--- src/rtl/pipeline_hazard_ctrl.sv ---
// ---------------------------------------------------------------------------
// pipeline_hazard_ctrl
//
// Hazard/stall controller for an N-register in-order pipeline. Produces the
// per-register load enables and synchronous flushes, the PC load enable and
// the PC source select. It handles:
//   * data-memory wait: the whole pipe freezes until dhit,
//   * taken-branch redirect: registers younger than RESOLVE_IDX are flushed,
//   * load-use bubble: ID holds and a bubble is inserted behind the load,
//   * fetch miss: a bubble is inserted behind the stalled fetch,
//   * jump redirect from ID,
//   * a sticky halt state that is left only through RST.
//
// Optional build macro: HAZARD_PERF_EN adds the stall_cycles / flush_events
// performance counters.
//
// Parameters
//   NUM_STAGES   number of pipeline registers (index 0 = IF/ID), 3..8
//   REG_AW       register-file address width
//   RESOLVE_IDX  stage index that produces branch_taken, 1..NUM_STAGES-1
//
// Ports
//   CLK, RST                  clock (rising edge), synchronous active-high reset
//   ihit                      instruction fetch complete this cycle
//   dmem_req, dhit            MEM-stage access outstanding / access complete
//   id_rs, id_rt              ID-stage source registers
//   id_uses_rs, id_uses_rt    ID instruction actually reads rs / rt
//   ex_memread, ex_rd         EX-stage load flag and destination register
//   branch_taken              taken branch resolved at stage RESOLVE_IDX
//   jump_id                   jump decoded in ID
//   halt_wb                   halt instruction in the last stage
//   enable[NUM_STAGES]        per-register load enable
//   flush[NUM_STAGES]         per-register synchronous clear
//   enable_pc                 PC load enable
//   pc_sel[2]                 0 PC+4, 1 branch target, 2 jump target
//   halted                    core halted
//   stall_cycles[32]          (HAZARD_PERF_EN) DMEM wait, load-use, fetch-miss cycles
//   flush_events[32]          (HAZARD_PERF_EN) branch and jump redirects
// ---------------------------------------------------------------------------
module pipeline_hazard_ctrl #(
    parameter int NUM_STAGES  = 4,
    parameter int REG_AW      = 5,
    parameter int RESOLVE_IDX = 2
) (
    input  logic                  CLK,
    input  logic                  RST,
    input  logic                  ihit,
    input  logic                  dmem_req,
    input  logic                  dhit,
    input  logic [REG_AW-1:0]     id_rs,
    input  logic [REG_AW-1:0]     id_rt,
    input  logic                  id_uses_rs,
    input  logic                  id_uses_rt,
    input  logic                  ex_memread,
    input  logic [REG_AW-1:0]     ex_rd,
    input  logic                  branch_taken,
    input  logic                  jump_id,
    input  logic                  halt_wb,
    output logic [NUM_STAGES-1:0] enable,
    output logic [NUM_STAGES-1:0] flush,
    output logic                  enable_pc,
    output logic [1:0]            pc_sel,
    output logic                  halted
`ifdef HAZARD_PERF_EN
    ,
    output logic [31:0]           stall_cycles,
    output logic [31:0]           flush_events
`endif
);

    typedef enum logic [1:0] {
        S_RUN       = 2'd0,
        S_DMEM_WAIT = 2'd1,
        S_HALTED    = 2'd2
    } state_t;

    localparam logic [1:0] PC_SEQ    = 2'd0;
    localparam logic [1:0] PC_BRANCH = 2'd1;
    localparam logic [1:0] PC_JUMP   = 2'd2;

    // Registers older than the branch-resolving stage keep their contents.
    localparam logic [NUM_STAGES-1:0] BR_MASK = ~({NUM_STAGES{1'b1}} << RESOLVE_IDX);

    state_t state_q, state_d;

    logic load_use;
    logic frozen;

`ifdef HAZARD_PERF_EN
    logic        stall_evt;
    logic        redirect_evt;
    logic [31:0] stall_q, stall_d;
    logic [31:0] fev_q, fev_d;
`endif

    // A zero destination never creates a dependency.
    assign load_use = ex_memread && (ex_rd != '0) &&
                      ((id_uses_rs && (id_rs == ex_rd)) ||
                       (id_uses_rt && (id_rt == ex_rd)));

    // Once waiting, only dhit releases the pipe; dmem_req is not re-examined.
    assign frozen = !dhit && (dmem_req || (state_q == S_DMEM_WAIT));

    always_comb begin
        state_d   = state_q;
        enable    = '0;
        flush     = '0;
        enable_pc = 1'b0;
        pc_sel    = PC_SEQ;
        halted    = 1'b0;
`ifdef HAZARD_PERF_EN
        stall_evt    = 1'b0;
        redirect_evt = 1'b0;
`endif
        if (RST) begin
            flush   = '1;
            state_d = S_RUN;
        end else begin
            case (state_q)
                S_HALTED: begin
                    halted = 1'b1;
                end
                S_RUN, S_DMEM_WAIT: begin
                    if (frozen) begin
                        state_d = S_DMEM_WAIT;
`ifdef HAZARD_PERF_EN
                        stall_evt = 1'b1;
`endif
                    end else begin
                        // Advancing cycle (includes the dhit cycle leaving DMEM_WAIT).
                        state_d   = halt_wb ? S_HALTED : S_RUN;
                        enable    = '1;
                        enable_pc = ihit;
                        if (branch_taken) begin
                            // Any pending fetch is abandoned, so the PC loads regardless of ihit.
                            flush     = BR_MASK;
                            pc_sel    = PC_BRANCH;
                            enable_pc = 1'b1;
`ifdef HAZARD_PERF_EN
                            redirect_evt = 1'b1;
`endif
                        end else if (load_use) begin
                            // Hold ID, let the load move on and bubble the slot behind it.
                            enable[0] = 1'b0;
                            flush[1]  = 1'b1;
                            enable_pc = 1'b0;
`ifdef HAZARD_PERF_EN
                            stall_evt = 1'b1;
`endif
                        end else if (!ihit) begin
                            flush[0]  = 1'b1;
                            enable_pc = 1'b0;
`ifdef HAZARD_PERF_EN
                            stall_evt = 1'b1;
`endif
                        end else if (jump_id) begin
                            flush[0]  = 1'b1;
                            pc_sel    = PC_JUMP;
                            enable_pc = 1'b1;
`ifdef HAZARD_PERF_EN
                            redirect_evt = 1'b1;
`endif
                        end
                    end
                end
                default: begin
                    state_d = S_RUN;
                end
            endcase
        end
    end

    always_ff @(posedge CLK) begin
        if (RST) begin
            state_q <= S_RUN;
        end else begin
            state_q <= state_d;
        end
    end

`ifdef HAZARD_PERF_EN
    // Event flags are never set in HALTED, so the counters hold there.
    always_comb begin
        stall_d = stall_q + {31'd0, stall_evt};
        fev_d   = fev_q + {31'd0, redirect_evt};
    end

    always_ff @(posedge CLK) begin
        if (RST) begin
            stall_q <= '0;
            fev_q   <= '0;
        end else begin
            stall_q <= stall_d;
            fev_q   <= fev_d;
        end
    end

    assign stall_cycles = stall_q;
    assign flush_events = fev_q;
`endif

endmodule
--- config.mk ---
export PLATFORM = sky130hd
export DESIGN_NAME = pipeline_hazard_ctrl
export DESIGN_NICKNAME = d
export VERILOG_FILES = /design/src/rtl/pipeline_hazard_ctrl.sv
export SDC_FILE = /design/constraint.sdc
export NUM_CORES = 1
export LEC_CHECK = 0
export ABC_CLOCK_PERIOD_IN_PS = 1300
export BUFFER_PORTS_ARGS = -buffer_cell sky130_fd_sc_hd__buf_2
export CELL_PAD_IN_SITES_DETAIL_PLACEMENT = 1
export CELL_PAD_IN_SITES_GLOBAL_PLACEMENT = 1
export CORE_UTILIZATION = 19
export DETAILED_ROUTE_END_ITERATION = 12
export GPL_TIMING_DRIVEN = 0
export PLACE_DENSITY_LB_ADDON = 0.1
export SYNTH_ARGS = -nofsm -noshare
export SYNTH_HDL_FRONTEND = slang
export SYNTH_SLANG_ARGS = --single-unit
--- constraint.sdc ---
create_clock -name CLK -period 1.3 [get_ports CLK]
set_input_delay 0.065 -clock CLK [delete_from_list [all_inputs] [get_ports CLK]]
set_output_delay 0.065 -clock CLK [all_outputs]
set_load 0.03 [all_outputs]
==> results of run 1 <==
==> metrics by stage <==
stage | area, µm² | hold slack [ns] | TNS [ns] | util (%)
CTS | 723 | 0.0434 | -0.968 | 46.4
global placement | 584 | 0.269 | -0.841 | 37.5
floorplan | 379 | 0.141 | -0.618 | -
detailed placement | 584 | 0.276 | -0.795 | 37.5
finish | 776 | 0.0474 | -1.36 | 49.8
global route | 776 | 0.0416 | -2.01 | 49.8
==> layer usage <==
layer	track usage (%)	wire [µm]	share of wire, %
met1	14.3	438	37
met2	21.2	648	55
met3	2.50	91	7.7
met4	5.63	0	0
met5	0	0	0
==> critical path: stages <==
cell and delay (ns):
buf_8 0.09, or4_4 0.54, o21ai_4 0.18, nor3_2 0.05, a221o_2 0.35, buf_6 0.14
==> placed cells by master (no fill, tap or decap) <==
cell type  synthesis  layout
a21boi_2           0       1
a21o_1             1       1
a21oi_1            4       1
a21oi_2            0       2
a21oi_4            0       1
a221o_2            0       1
and2_4             0       1
buf_2              0      26
buf_4              4       9
buf_6              0      14
buf_8              0       1
clkbuf_4           0       3
dfxtp_1            2       1
dfxtp_2            0       1
inv_1              1       1
nand2_1            2       2
nand4_1            2       2
nand4b_1           1       1
nor2_1             2       2
nor3_1             3       1
nor3_2             0       1
nor3_4             0       1
nor3b_1            2       2
o21ai_1            0       1
o21ai_4            0       1
o21ba_4            0       1
o22ai_2            0       1
or3b_2             1       1
or4_4              0       1
xnor2_1           10      10
==> cells by family (layout without fill, tap and decap cells) <==
kind of cell / count (synthesis) / in the layout / synth area share [%]
and+or+nand+nor: 15 / 15 / 27.3
AOI/OAI and AO/OA: 11 / 11 / 23.1
buffers and inverters: 5 / 54 / 10.4
DFF: 2 / 2 / 12.3
xor gates and xnor gates: 10 / 10 / 26.9
==> worst paths after layout <==
| check | startpoint | end |
|---|---|---|
| setup / recovery | ex_rd[4] | flush[1] |
| hold / removal | halt_wb | state_q[1] |
| setup reg to reg | state_q[0] | state_q[1] |
| hold reg to reg | state_q[0] | state_q[1] |
==> repair_timing <==
item                       4_1_cts  5_1_grt
setup buffers                    5        4
setup endpoints to repair        9       10
pin swaps                        8        3
gates resized for setup         25        6
==> final cells by class <==
cell class                 count  area [µm²]  share of cell area, %
multi-input combinational     36         318                   41.0
clock buffer                   3        22.5                   2.90
tap                           16        20.0                   2.58
sequential                     2        41.3                   5.32
buffer                         4        37.5                   4.84
timing repair buffer          46         333                   42.9
inverter                       1        3.75                  0.484
==> report_power, final <==
part | leakage [µW] | switching, µW | total (µW) | internal, µW
sequential | 0.0000169 | 7.81 | 75.3 | 67.5
combinational | 0.000333 | 154 | 331 | 177
clock | 0.0000138 | 32.5 | 134 | 102
==> summary.md, run 1 <==
| Metric | Value |
|---|---|
| Largest net degree at the start of global routing | 9 |
| Rel. slew slack | 74.2% |
| H-Tree Depth | 1 |
| Final Total Pwr | 540 µW |
| Post-synth top cells | xnor2_1 (10), a21oi_1 (4), buf_4 (4) |
| FF+latch count, synth | 2 |
| Outcome | finished with violations |
| Unrepaired setup endpoints after global routing | true |
| DRT Pass-1 Iters | 7 |
| Reg2reg setup slack | 0.08 ns |
| YS warnings | 0 |
| Vias in the first global route | 448 |
| Reg clk slew, reported paths | 0.03 ns |
| WHS Path Cells | 2 |
| Initial Utilization | 20.9% |
| 1st-iter DRT viols | 10 |
| Synth top area share | 26.9% |
| Die W | 43.4 µm |
| Post-synth EDFFs | 0 |
| Top reg by flops | state_q |
| Max-slew violations | 0 |
| WL per Instance | 10.9 µm |
| Final setup fails | 9 |
| Row count | 14 |
| Crit path DAT | 1.41 ns |
| Clk_lat worst skew | 0.22 ns |
| GP Congestion | 0.708 |
| Final net count | 120 |
| CP Launch Type | primary input |
| Cell variety after synth | 21 |
| Fmax achieved | 677 MHz |
| Leading post-synthesis cells by cell area | xnor2_1 (27%), dfxtp_1 (12%), buf_4 (9.2%) |
| Number of buffers created by CTS | 3 |
| Synth Area per Inst | 7.57 µm² |
| Main synth FF type | dfxtp_1 |
| Area growth syn-to-layout | 138% |
| Top flop regs | state_q (2) |
| Area leader, netlist | xnor2_1 |
| Worst-margin pin slew | 0.386 ns |
| Layout cells sized above 1 | 72.8% |
| GR Util All Layers | 12.2% |
| Synth Instances | 43 |
| Vias | 506 |
| Peak supply drop | 439 µV |
| Total of max-cap violations | 0 |
| Leakage power | 0.000364 µW |
| First-pass GRT wire length | 1.74 mm |
| Fin worst setup slack | -0.177 ns |
| Minimum clock period | 1.48 ns |
| Ys async rst share | 0% |
| HP Class | primary input to register |
| # hold bufs at CTS | 0 |
| Antenna-violating nets left | 0 |
| Max FFs per register | 2 |
| CTS Buffer Depth | 2 |
| Syn Std Cell Area | 325 µm² |
| Placed Instances | 96 |
| Failing checks | design-rule violations, negative setup slack |
| Grt total ovfl | 0 |
| Most frequent cell after synthesis | xnor2_1 |
| Final number of hold-violating endpoints | 0 |
| Die height | 43.4 µm |
| Fill cell count | 191 |
| Vias per cell | 4.69 |
| Period utilisation layout | 114% |
| Clock sink count | 2 |
| Clk_skew | 0.000596 ns |
| Power density cells | 696 nW/µm² |
| Final non-filler cell total | 108 |
| IO Pins | 38 |
| Initial antenna violation count | 0 |
| Ant. Diodes | 0 |
| Pre-CTS setup slack | -0.279 ns |
| CP endpoint kind | primary output |
| Total wire length | 1.18 mm |
| Setup CP Type | primary input to primary output |
| IO buf count | 37 |
| DR DRC count | 8 |
| Die ar. | 1880 µm² |
| Reg2reg path depth | 6 |
| CTS tree | done |
| Max Fanout on Critical Path | 2 |
| Core area | 1560 µm² |
| Root buf cell | clkbuf_4 |
| Syn Nets | 69 |
| Worst Path Required | 1.24 ns |
| Seq/Total Area, Yosys | 12.3% |
No activity file was read; power rests on OpenSTA's default activity.
==> run 2, diff against run 1 <==
Settings changed: RECOVER_POWER set to 100.
==> summary.md, run 2 (synthesis results as in run 1) <==
| Metric | Value |
|---|---|
| Peak supply drop | 439 µV (about the same) |
| Layout cells sized above 1 | 71.7% (-1.1 points) |
| Number of buffers created by CTS | 3 (unchanged) |
| Global routing usage on met2 | 21.2% (unchanged) |
| Ant. Diodes | 0 (unchanged) |
| Commonest non-fill, non-tap cell in the layout | buf_2 |
| Crit path DAT | 1.41 ns (about the same) |
| Max Fanout on Critical Path | 2 (unchanged) |
| Top reg by flops | state_q |
| GR Util All Layers | 12.2% (unchanged) |
| Core area | 1560 µm² (unchanged) |
| Slowest stage delay, CP | 0.54 ns (about the same) |
| Worst Path Required | 1.24 ns (about the same) |
| Fmax achieved | 677 MHz (unchanged) |
| Setup CP Type | primary input to primary output |
| Leakage power | 0.000361 µW (-0.76%) |
| Row count | 14 (unchanged) |
| Initial Utilization | 20.9% (unchanged) |
| Vias per cell | 4.69 (unchanged) |
| CP endpoint kind | primary output |
| Fin worst setup slack | -0.177 ns (+0.00000100 ns) |
| WL per Instance | 10.9 µm (+0.17%) |
| IO Pins | 38 (unchanged) |
| Vias | 506 (unchanged) |
| Final non-filler cell total | 108 (unchanged) |
| Placed Instances | 96 (unchanged) |
| Failing checks | design-rule violations, negative setup slack |
| Grt total ovfl | 0 (unchanged) |
| Reg2reg setup slack | 0.08 ns (about the same) |
| H-Tree Depth | 1 (unchanged) |
| GP Congestion | 0.708 (unchanged) |
| Vias in the first global route | 448 (unchanged) |
| Die W | 43.4 µm (unchanged) |
| Dpl cell area | 584 µm² (unchanged) |
| First-pass GRT wire length | 1.74 mm (unchanged) |
| Clk_skew | 0.000596 ns (unchanged) |
| IO buf count | 37 (unchanged) |
| Max FFs per register | 2 (unchanged) |
| Unrepaired setup endpoints after global routing | true |
| Cell area after layout | 774 µm² (-0.16%) |
| 1st-iter DRT viols | 10 (unchanged) |
| GR met3 Demand/Resource | 2.50% (unchanged) |
| Area growth syn-to-layout | 138% |
| Die height | 43.4 µm (unchanged) |
| Total wire length | 1.18 mm (+0.17%) |
| DR DRC count | 8 (unchanged) |
| CTS tree | done |
| Hold slack | 0.0476 ns (+0.000162 ns) |
| Clock sink count | 2 (unchanged) |
| HP Class | primary input to register |
| Power density cells | 697 nW/µm² (about the same) |
| Antenna-violating nets left | 0 (unchanged) |
| Critical-path top delay cell | or4_4 |
| Minimum clock period | 1.48 ns (-0.00000100 ns) |
| Met1 Resource Use GR | 14.3% (unchanged) |
| Final net count | 120 (unchanged) |
| CP cell instances | buf_8 -> or4_4 -> o21ai_4 -> nor3_2 -> a221o_2 -> buf_6 |
| Worst-margin pin slew | 0.386 ns (unchanged) |
| Die ar. | 1880 µm² (unchanged) |
| Top flop regs | state_q (2) |
| Period utilisation layout | 114% (about the same) |
| DRT Pass-1 Iters | 7 (unchanged) |
| Reg clk slew, reported paths | 0.03 ns (about the same) |
| CP Launch Type | primary input |
| Max-slew violations | 0 (unchanged) |
| # hold bufs at CTS | 0 (unchanged) |
| Final number of hold-violating endpoints | 0 (unchanged) |
| Rel. slew slack | 74.2% (unchanged) |
| Util after Layout | 49.7% (-0.080 points) |
| Most frequent cells in the layout | buf_2 (25), buf_6 (14), xnor2_1 (10) |
| Most crowded layer after global routing | met2 |
| Total of max-cap violations | 0 (unchanged) |
| Outcome | finished with violations |
| Root buf cell | clkbuf_4 |
| Largest net degree at the start of global routing | 9 (unchanged) |
| Clk_lat worst skew | 0.22 ns (about the same) |
| Initial antenna violation count | 0 (unchanged) |
| CTS Buffer Depth | 2 (unchanged) |
| Final setup fails | 9 (unchanged) |
==> run 2: changes by cell type in the layout (fill, tap and decap cells not counted) <==
cell      before  now
buf_2         26   25
clkbuf_1       0    1
==> run 2: final timing paths <==
kind | startpoint | to | depth (start not counted)
worst max-delay path | ex_rd[4] | flush[1] | 6
worst min-delay path | halt_wb | state_q[1] | 2
worst max register to register | state_q[0] | state_q[1] | 6
worst min register to register | state_q[0] | state_q[1] | 2
==> run 2: where the power goes <==
group / leakage [µW] / internal, µW / switching, µW
Clock: 0.0000138 / 102 / 32.5
Sequential: 0.0000169 / 67.5 / 7.82
Combinational: 0.000330 / 176 / 154
==> run 2: critical path: cells and delay by family <==
family	cells	cell delay (ns)
AO/OA/AOI/OAI	2	0.53
buffers and inverters	2	0.23
AND/OR/NAND/NOR	2	0.59
==> run 2: cell type report <==
cell class / instances / area, µm²
repair buffers: 46 / 332
inverters: 1 / 3.75
well taps: 16 / 20.0
fillers: 190 / 785
multi-input cells: 36 / 318
flip-flops and latches: 2 / 41.3
clock buffers: 3 / 22.5
plain buffers: 4 / 37.5
==> run 2: per-stage QoR <==
step | setup WS [ns] | TNS (ns) | total power (µW)
2_1_floorplan | -0.174 | -0.618 | 232
3_3_place_gp | -0.292 | -0.841 | 321
3_5_place_dp | -0.279 | -0.795 | 323
4_1_cts | -0.173 | -0.968 | 519
5_1_grt | -0.254 | -2.01 | 579
6_report | -0.177 | -1.36 | 539
==> run 2: repair_timing <==
item | CTS | global route
pin swaps | 8 | 3
gates resized for setup | 25 | 6
setup endpoints to repair | 9 | 10
setup buffers | 5 | 4
cloned | 0 | 0
==> run 2: layer usage <==
metal,wire (µm),part of all wire (%)
met5,0,0
met4,0,0
met3,91,7.7
met2,650,55
met1,439,37
==> run 3, diff against run 2 <==
Settings changed: ABC_CLOCK_PERIOD_IN_PS 1300 to 1650, CTS_CLUSTER_DIAMETER set to 40, RECOVER_POWER 100 to 50.
Clock period 1.3 ns to 1.65 ns, I/O delays scaled along.
==> summary.md, run 3 (synthesis results as in run 1) <==
| Metric | Value |
|---|---|
| Antenna-violating nets left | 0 (unchanged) |
| Outcome | finished with violations |
| Die height | 43.4 µm (unchanged) |
| Worst Path Required | 1.57 ns (+0.33 ns) |
| Number of buffers created by CTS | 3 (unchanged) |
| Reg clk slew, reported paths | 0.03 ns (about the same) |
| Ant. Diodes | 0 (unchanged) |
| Rel. slew slack | 67.4% (-6.9 points) |
| Worst r2r src | state_q[0] |
| WHS Path Cells | 2 (unchanged) |
| Top reg by flops | state_q |
| IO Pins | 38 (unchanged) |
| Unrepaired setup endpoints after global routing | true |
| Register area | 41.3 µm² (unchanged) |
| Area growth syn-to-layout | 86.2% |
| Multi-input logic area | 277 µm² (-13%) |
| DR DRC count | 6 (-2) |
| Die ar. | 1880 µm² (unchanged) |
| Root buf cell | clkbuf_4 |
| CTS Buffer Depth | 2 (unchanged) |
| Util after Layout | 38.8% (-11 points) |
| Failing checks | design-rule violations |
| Min-Delay Endpoint | state_q[1] |
| Setup CP Type | primary input to primary output |
| Die W | 43.4 µm (unchanged) |
| Final net count | 114 (-5.0%) |
| Leakage power | 0.000295 µW (-18%) |
| Clock sink count | 2 (unchanged) |
| Fill cell count | 210 (+11%) |
| Max-slew violations | 0 (unchanged) |
| Final setup fails | 0 (-9) |
| Period utilisation layout | 96.8% |
| Top flop regs | state_q (2) |
| First-pass GRT wire length | 1.74 mm (unchanged) |
| # hold bufs at CTS | 0 (unchanged) |
| Final number of hold-violating endpoints | 0 (unchanged) |
| Vias | 468 (-7.5%) |
| Clk_skew | 0.000746 ns (+0.000150 ns) |
| CP endpoint kind | primary output |
| Initial Utilization | 20.9% (unchanged) |
| Core area | 1560 µm² (unchanged) |
| H-Tree Depth | 1 (unchanged) |
| DRT Pass-1 Iters | 7 (unchanged) |
| Commonest non-fill, non-tap cell in the layout | buf_2 |
| Minimum clock period | 1.60 ns |
| Reg2reg setup slack | 0.51 ns (+0.43 ns) |
| Row count | 14 (unchanged) |
| Crit path DAT | 1.52 ns (+0.11 ns) |
| CP Launch Type | primary input |
| Total of max-cap violations | 0 (unchanged) |
| Largest net degree at the start of global routing | 9 (unchanged) |
| Layout cells sized above 1 | 60.5% (-11 points) |
| Most frequent cells in the layout | buf_2 (34), xnor2_1 (10), buf_4 (7) |
| GR Util All Layers | 12.4% (+0.17 points) |
| Total wire length | 1.07 mm (-9.1%) |
| IO buf count | 37 (unchanged) |
| GP Congestion | 0.693 (-2.2%) |
| R2r endpoint | state_q[1] |
| Grt total ovfl | 0 (unchanged) |
| Max FFs per register | 2 (unchanged) |
| Power density cells | 596 nW/µm² (-14%) |
| Hold wc startpoint | halt_wb |
| Reg2reg path depth | 4 (-2) |
| Max Fanout on Critical Path | 3 (+1) |
| Clk_lat worst skew | 0.22 ns (about the same) |
| Initial antenna violation count | 0 (unchanged) |
| Peak supply drop | 337 µV (-23%) |
| Worst-margin pin slew | 0.489 ns (+0.103 ns) |
| Hold slack | 0.0586 ns (+0.0110 ns) |
| 1st-iter DRT viols | 6 (-4) |
| HPWL after DPL | 944 µm |
| Vias in the first global route | 445 (-0.67%) |
| Fmax achieved | 626 MHz |
| WL per Instance | 10.5 µm (-3.7%) |
| HP Class | primary input to register |
| CTS tree | done |
| Vias per cell | 4.59 (-2.1%) |
[run 3: metrics by stage]
step           setup slack (ns)  cells  setup TNS [ns]  power (µW)  instance area [µm²]
2_1_floorplan           0.00750     43               0         174                  340
3_3_place_gp             0.0391     96               0         243                  546
3_5_place_dp             0.0443     96               0         245                  546
4_1_cts                 0.00438     99               0         357                  568
5_1_grt                 -0.0383    102         -0.0511         394                  606
6_report                 0.0525    102               0         361                  606
[run 3: power by group]
part / switching [µW] / internal (µW) / total (µW)
Combinational: 106 / 89.0 / 195
Clock: 27.1 / 80.1 / 107
Sequential: 5.68 / 53.2 / 58.9
[run 3: worst max-delay path: stages]
cell and delay [ns]:
buf_2 0.12, or4_1 0.55, o21ai_2 0.19, nor3_1 0.06, a221o_1 0.33, buf_2 0.18
[run 3: how the worst max path moves through the flow]
stage / from / end / slack [ns]
3_3_place_gp: ex_rd[1] / flush[1] / 0.04
2_1_floorplan: state_q[0] / pc_sel[1] / 0.007
5_1_grt: state_q[0] / pc_sel[1] / -0.04
4_1_cts: state_q[0] / pc_sel[1] / 0.004
6_report: ex_rd[1] / flush[1] / 0.05
3_5_place_dp: ex_rd[1] / flush[1] / 0.04
[run 3: metal layers]
metal	vias to the layer above	global-route usage, %	wire, µm
li1	241	-	-
met1	200	14.0	467
met2	25	21.2	511
met3	2	2.50	77
met4	0	7.50	17
met5	-	0	0
[run 3: layout make-up]
class                   count  share of cell area (%)
clock buffers               3                    3.72
flip-flops and latches      2                    6.82
plain buffers               4                    4.96
multi-input cells          36                    45.7
well taps                  16                    3.31
inverters                   1                   0.620
repair buffers             40                    34.9
[run 3: what timing repair did]
action	4_1_cts	5_1_grt
resized for setup	0	7
endpoints found under the setup margin	0	3
hold endpoints to repair	0	0
buffers inserted	0	3
